--- src/rtl/bus_err_drain.sv ---
// bus_err_drain: drains logged AXI error records from the error-unit wrapper's reg port into a record stream.
// Optional BUS_ERR_DRAIN_CNT_EN adds per-source saturating record counters (cnt_wr_o, cnt_rd_o).
package bus_err_drain_pkg;
    typedef struct packed {
        logic [31:0] addr;
        logic        write;
        logic [31:0] wdata;
        logic [3:0]  wstrb;
        logic        valid;
    } reg_req_t;
    typedef struct packed {
        logic [31:0] rdata;
        logic        error;
        logic        ready;
    } reg_rsp_t;
endpackage

module bus_err_drain #(
    parameter int unsigned AddrWidth     = 32,
    parameter int unsigned MetaDataWidth = 2,
    parameter int unsigned ErrBits       = 2,
    parameter logic [31:0] BaseAddr      = '0,
    parameter logic [31:0] OffCode       = 32'h0,
    parameter logic [31:0] OffAddr       = 32'h4,
    parameter logic [31:0] OffMeta       = 32'h8,
    parameter logic [31:0] OffPop        = 32'hC,
    parameter type reg_req_t = bus_err_drain_pkg::reg_req_t,
    parameter type reg_rsp_t = bus_err_drain_pkg::reg_rsp_t
) (
    input  logic                     clk_i,
    input  logic                     rst_i,
    input  logic [1:0]               err_irq_i,
    output reg_req_t                 reg_req_o,
    input  reg_rsp_t                 reg_rsp_i,
    output logic                     rec_valid_o,
    input  logic                     rec_ready_i,
    output logic                     rec_src_o,
    output logic [ErrBits-1:0]       rec_code_o,
    output logic [AddrWidth-1:0]     rec_addr_o,
    output logic [MetaDataWidth-1:0] rec_meta_o,
    output logic                     bus_err_o,
`ifdef BUS_ERR_DRAIN_CNT_EN
    output logic [31:0]              cnt_wr_o,
    output logic [31:0]              cnt_rd_o,
`endif
    output logic                     busy_o
);
    typedef enum logic [2:0] {IDLE, RD_CODE, RD_ADDR, RD_META, EMIT, POP} state_t;

    state_t state;
    logic   rr;
    logic   pick;
    logic   hs;
    logic   unused_rsp;

    assign pick       = &err_irq_i ? rr : err_irq_i[1];
    assign hs         = reg_req_o.valid & reg_rsp_i.ready;
    assign busy_o     = state != IDLE;
    assign unused_rsp = ^reg_rsp_i;

    function automatic reg_req_t access(input logic s, input logic [31:0] off, input logic wr);
        reg_req_t r;
        r       = '0;
        r.addr  = BaseAddr + (s ? 32'h20 : 32'h0) + off;
        r.write = wr;
        r.wstrb = {$bits(r.wstrb){wr}};
        r.valid = 1'b1;
        return r;
    endfunction

    always_ff @(posedge clk_i) begin
        if (rst_i) begin
            state       <= IDLE;
            reg_req_o   <= '0;
            rec_valid_o <= 1'b0;
            rec_src_o   <= 1'b0;
            rec_code_o  <= '0;
            rec_addr_o  <= '0;
            rec_meta_o  <= '0;
            bus_err_o   <= 1'b0;
            rr          <= 1'b0;
`ifdef BUS_ERR_DRAIN_CNT_EN
            cnt_wr_o    <= '0;
            cnt_rd_o    <= '0;
`endif
        end else if (hs && reg_rsp_i.error) begin
            // any failed access poisons the drain until reset
            bus_err_o <= 1'b1;
            reg_req_o <= '0;
            state     <= IDLE;
        end else begin
            case (state)
                IDLE: if (|err_irq_i && !bus_err_o) begin
                    rec_src_o <= pick;
                    rr        <= &err_irq_i ? ~rr : rr;
                    reg_req_o <= access(pick, OffCode, 1'b0);
                    state     <= RD_CODE;
                end
                RD_CODE: if (hs) begin
                    rec_code_o <= reg_rsp_i.rdata[ErrBits-1:0];
                    if (reg_rsp_i.rdata[ErrBits-1:0] == '0) begin
                        reg_req_o <= '0;
                        state     <= IDLE;
                    end else begin
                        reg_req_o <= access(rec_src_o, OffAddr, 1'b0);
                        state     <= RD_ADDR;
                    end
                end
                RD_ADDR: if (hs) begin
                    rec_addr_o <= reg_rsp_i.rdata[AddrWidth-1:0];
                    reg_req_o  <= access(rec_src_o, OffMeta, 1'b0);
                    state      <= RD_META;
                end
                RD_META: if (hs) begin
                    rec_meta_o  <= reg_rsp_i.rdata[MetaDataWidth-1:0];
                    reg_req_o   <= '0;
                    rec_valid_o <= 1'b1;
                    state       <= EMIT;
                end
                EMIT: if (rec_ready_i) begin
                    rec_valid_o <= 1'b0;
                    reg_req_o   <= access(rec_src_o, OffPop, 1'b1);
                    state       <= POP;
`ifdef BUS_ERR_DRAIN_CNT_EN
                    if (rec_src_o) cnt_rd_o <= cnt_rd_o + 32'(~&cnt_rd_o);
                    else cnt_wr_o <= cnt_wr_o + 32'(~&cnt_wr_o);
`endif
                end
                POP: if (hs) begin
                    reg_req_o <= '0;
                    state     <= IDLE;
                end
                default: state <= IDLE;
            endcase
        end
    end
endmodule

--- config.mk ---
export PLATFORM = sky130hd
export DESIGN_NAME = bus_err_drain
export DESIGN_NICKNAME = d
export VERILOG_FILES = /design/src/rtl/bus_err_drain.sv
export SDC_FILE = /design/constraint.sdc
export NUM_CORES = 1
export LEC_CHECK = 0
export ABC_AREA = 0
export CORE_MARGIN = 4
export CORE_UTILIZATION = 40
export CTS_CLUSTER_DIAMETER = 200
export DETAILED_ROUTE_END_ITERATION = 16
export GPL_ROUTABILITY_DRIVEN = 0
export PLACE_DENSITY = 0.86
export REMOVE_ABC_BUFFERS = 1
export SLEW_MARGIN = 25
export SYNTH_ARGS = -nofsm -noshare
export SYNTH_HDL_FRONTEND = slang
export SYNTH_SLANG_ARGS = --single-unit
--- constraint.sdc ---
create_clock -name clk_i -period 2.9 [get_ports clk_i]
set_input_delay 0.58 -clock clk_i [delete_from_list [all_inputs] [get_ports clk_i]]
set_output_delay 0.58 -clock clk_i [all_outputs]
set_load 0.02 [all_outputs]
* Yosys cells after proc, flatten, opt, wreduce, memory -nomap -nowiden
Index checks and enable logic that the tools add are counted.
** Cells by class
- Add/sub/neg operators :: 3
- Multiply operators :: 0
- Div/mod/pow operators :: 0
- Magnitude comparators :: 0
- Eq/ne operators :: 12
- Shifts and indexed selects :: 0
- Mux-type cells :: 21
- Bitwise logic cells :: 3
- Reduce and logical (&&, ||, !) cells :: 20
** Operator list (count)
- $mux W70 :: 6
- $pmux W70 S5 :: 1
- $add A32 B3 Y32 const B :: 1
- $add A32 B4 Y32 const B :: 1
- $mux W3 :: 6
- $pmux W3 S6 :: 1
- $mux W6 :: 2
- $ne A2 B2 Y1 const B :: 6
- $reduce_and A3 Y1 :: 4
- $reduce_and A6 Y1 :: 2
- $add A6 B4 Y7 const B :: 1
- $eq A3 B2 Y1 const B :: 2
- $eq A3 B3 Y1 const B :: 2
- $reduce_or A2 Y1 :: 3
- $reduce_and A5 Y1 :: 1
- $reduce_bool A5 Y1 :: 1
- $reduce_and A4 Y1 :: 1
- $eq A3 B1 Y1 const B :: 1
- $logic_not A3 Y1 :: 1
- $mux W1 :: 3
- $reduce_bool A3 Y1 :: 1
- $logic_and A1 B1 Y1 :: 2
- $logic_not A2 Y1 :: 1
- $mux W2 :: 1
- 7 further kinds :: 8
** Storage, ports and cells
- Flip-flop bits (word level) :: 113
- Latch bits :: 0
- Bits in writable memories :: 0
- Bits in read-only memories :: 0
- Input port bits :: 39
- Output and inout bits :: 110
- Word-level logic and storage cells :: 72
- Memories :: 0

* Depth between registers and ports, before layout
- Word-level depth :: 5
- Mapped depth :: 6
- Mapped depth without buffers :: 5

* Worst setup path after synthesis
OpenSTA, ideal clock, no wires.
- Kind :: in2reg
- From :: in err_irq_i[0]
- To :: reg reg_req_o[40] in the netlist's numbering
- Library setup time :: 0.064 ns
- Arrival :: 1.580 ns
- Required time :: 2.836 ns
- Path slack :: 1.256 ns
- Cell stages on the path :: 5
- Buffers on the path :: 0
- Cells stage by stage :: o21bai_1 -> o21ai_1 -> a21oi_2 -> mux2_1 -> nor2_1
** Between the ends
- Cells in the longest elaborated chain, start to end :: 4
** RTL lines
- from (decl) :: RTL line 32 : input logic [1:0] err_irq_i,
- $reduce_or A2 Y1 :: RTL line 93 : IDLE: if (|err_irq_i && !bus_err_o) begin
- $logic_and A1 B1 Y1 :: RTL line 93
- $ne A2 B2 Y1 (no source line)
- $reduce_and A6 Y1 (no source line)
- to (signal assigned) :: RTL line 96 : reg_req_o <= access(pick, OffCode, 1'b0);
- to (signal assigned) :: RTL line 105 : reg_req_o <= access(rec_src_o, OffAddr, 1'b0);
- to (signal assigned) :: RTL line 111 : reg_req_o <= access(rec_src_o, OffMeta, 1'b0);
- to (decl) :: RTL line 33 : output reg_req_t reg_req_o,
Every way passes these cells.
A chain may end at the register's enable or synchronous reset.

* Worst setup path after layout
- From :: reg state[2]
- To :: out busy_o
** Between the ends
- Cells in the longest elaborated chain, start to end :: 1
** RTL lines
- from (decl) :: RTL line 50 : state_t state;
- from (signal assigned) :: RTL line 73 : state <= IDLE;
- from (signal assigned) :: RTL line 90 : state <= IDLE;
- from (signal assigned) :: RTL line 97 : state <= RD_CODE;
- $reduce_bool A3 Y1 :: RTL line 58 : assign busy_o = state != IDLE;
- to (decl) :: RTL line 46 : output logic busy_o
Every way passes these cells.

==> results.cfg <==
[die]
die_w_um = 85.8
die_area_um2 = 7370
coreArea_um2 = 5890
rows = 28
die_y_um = 85.8
io_pins = 149
start_util_pct = 41.2

[grt]
met2_usage_pct = 23.9
grt_first_pass_wirelength_um = 8710
busiest_layer = met2
grtUsageTotal_pct = 14.6
first_global_vias = 1897
grt_max_degree = 42
met1_usage_pct = 16.7
grt.overflow.total = 0
antenna_found_initial = 0
use_met3_pct = 7.30

[cts]
cts_buffer_depth = 2
clk_pin_slew_worst_paths_ns = 0.09
cts_resized = 0
htreeDepth = 2
clk_root_buffer_cell = clkbuf_8
hold_buffers = 0
clock_sinks = 48
postCtsSetupBuffers = 0
clk_latency_ns = 0.29
cts_tree = done
cts_made_buffers = 5

[synth]
synth_top_family_by_area = buffers and inverters
synthMuxAreaShare_pct = 3.36
synth.area.top_cells = dfxtp_1, buf_4, nand2_1
synth-simple-area-share_pct = 20.5
postSynthAreaPerCell_um2 = 7.97
synth_area_um2 = 2420
synth_cell_type_count = 38
yosysWarnings = 0
synth_adder_area_share_pct = 0
yosysSeqAreaShare_pct = 39.6
synthCells = 304
synth_top_cell_area_share_pct = 39.6
synth_compound_area_share_pct = 12.3
ys_ff_latch = 48
synth_top_area_cell = dfxtp_1
synth_xor_area_share_pct = 0.361

[timing]
fmax_mhz = 427
rsz0062_at_grt = no
finalSetupViolCount = 0
period_minus_slack_ns = 2.34
fin_worst_skew_ns = 0.00480
finalCritPeriodShare_pct = 80.7
tns_ns = 0
hold_viol = 0
final_max_slew_viol_count = 0

[finish]
syn2layout_area_growth_pct = 34.2
num_antenna_cells = 0
fin_util_pct = 55.3
num-nets-final = 422
drive_gt1_share_pct = 5.47

[setup_path]
cp.buffers_inverters = 1
cp.arrival_ns = 1.76
critical_path_class = flip-flop to primary output
crit_chain = or3_4, clkdlybuf4s50_1
critPathRequiredTime_ns = 2.32
critical_path.top_delay_family = flip-flops
crit_path_start_kind = flip-flop
worstPathMaxFanout = 16
worstSetupEndpointType = primary output
critPathSlowestCell = dfxtp_1
crit_path_max_incr_delay_ns = 0.63

[power]
power.switching_uw = 384
p_sw_share_pct = 24.3
total_power_uw = 1580
power_frac_comb_pct = 15.8
powerDensity_nw_per_um2 = 487
ir_drop_mv = 0.284
p_int_uw = 1200
p_leak_uw = 0.00121
pwr-share-seq_pct = 43.3
clock_power_share_pct = 40.9

[detailed_routing]
routed_via_density = 4.55
drt-pass1-iter-count = 4
vias = 2089
drcViolationCount = 0
drt_wl_total_um = 5520
drt-initial-drc-count = 56
wire_per_inst_um = 12.0
ant_nets = 0

[outcome]
outcome = completed

[placement]
placement.io_buffers = 87
dp_hpwl_um = 4280

[worst_hold_path]
hold_class = flip-flop to flip-flop

[run]
maxCapViolCount = 0
[synthesized netlist by cell type (all sizes together)]
master	n
a21boi	1
a21oi	40
a221oi	3
a31oi	1
and2	1
and3	1
buf	71
clkbuf	9
clkinv	1
conb	1
dfxtp	48
inv	3
mux2	1
mux2i	7
nand2	75
nand2b	3
nand3	2
nand4b	1
nor2	17
nor3	3
nor4	2
nor4b	1
o2111a	1
o21ai	4
o21bai	1
o22a	1
o31ai	1
or2	1
or3	2
xnor2	1
[tightest hold or removal path, delay by kind of cell, from the launching register on]
kind,cells,cell delay [ns]
compound gates,1,0.05
flops,1,0.32
simple gates,1,0.05
[layer usage]
layer  vias to the layer above  part of all wire [%]
li1                       1023                     -
met1                       949                    37
met2                       109                    48
met3                         8                    13
met4                         0                  0.92
met5                         -                     0
[final timing paths]
kind / start / end / slack, ns / cells past startpoint
worst min register to register: rec_addr_o[27] / rec_addr_o[27] / 0.46 / 2
worst max-delay path: state[2] / busy_o / 0.56 / 2
worst max register to register: state[1] / rec_addr_o[6] / 1.17 / 5
worst min-delay path: rec_addr_o[27] / rec_addr_o[27] / 0.46 / 2
[power groups by stage]
stage | sequential [uW] | combinational (uW) | clock [uW]
floorplan | 707 | 139 | 0
global placement | 700 | 243 | 0
detailed placement | 701 | 247 | 0
CTS | 685 | 247 | 669
global route | 688 | 269 | 694
finish | 685 | 250 | 648
[registers in the layout, summed over array words and instances, names as in the netlist]
signal,cells
rec_addr_o,32
reg_req_o,5
state,3
rec_code_o,2
rec_meta_o,2
bus_err_o,1
rec_src_o,1
rec_valid_o,1
rr,1
[cell families (layout without fill, tap and decap cells)]
logic type | after synthesis | count (layout)
simple gates | 109 | 109
buf+inv | 84 | 104
compound gates | 53 | 53
flops | 48 | 48
mux | 8 | 8
other cells | 1 | 61
xor+xnor | 1 | 1
[stage by stage]
step / hold WS, ns / cell area, um^2 / setup WS, ns / cells
2_1_floorplan: 0.486 / 2090 / 0.992 / 284
3_3_place_gp: 0.441 / 3090 / 0.707 / 451
3_5_place_dp: 0.447 / 3090 / 0.683 / 451
4_1_cts: 0.459 / 3250 / 0.564 / 459
5_1_grt: 0.472 / 3250 / 0.466 / 459
6_report: 0.455 / 3250 / 0.559 / 459
[cell usage in the layout (no fill, tap or decap), drive strengths merged, types with 2 or more instances in the layout]
cell type / netlist / final
clkdlybuf4s50: 0 / 87
nor4: 2 / 2
o21ai: 4 / 4
nor2: 17 / 17
or3: 2 / 2
nand2: 75 / 75
mux2i: 7 / 7
clkbuf: 9 / 5
a21oi: 40 / 40
a221oi: 3 / 3
inv: 3 / 3
nand3: 2 / 2
dfxtp: 48 / 48
nand2b: 3 / 3
nor3: 3 / 3
conb: 1 / 61
buf: 71 / 5
bufinv: 0 / 3
[final cells by class]
type                            instances  area [um^2]
Fill cell                             569         2630
Multi-Input combinational cell        232         1110
Sequential cell                        48          961
Timing Repair Buffer                   92          908
Tap cell                               75         93.8
Clock inverter                          3         90.1
Clock buffer                            5         68.8
Inverter                                4         15.0
Note: power is estimated with default switching activity, not from simulation.
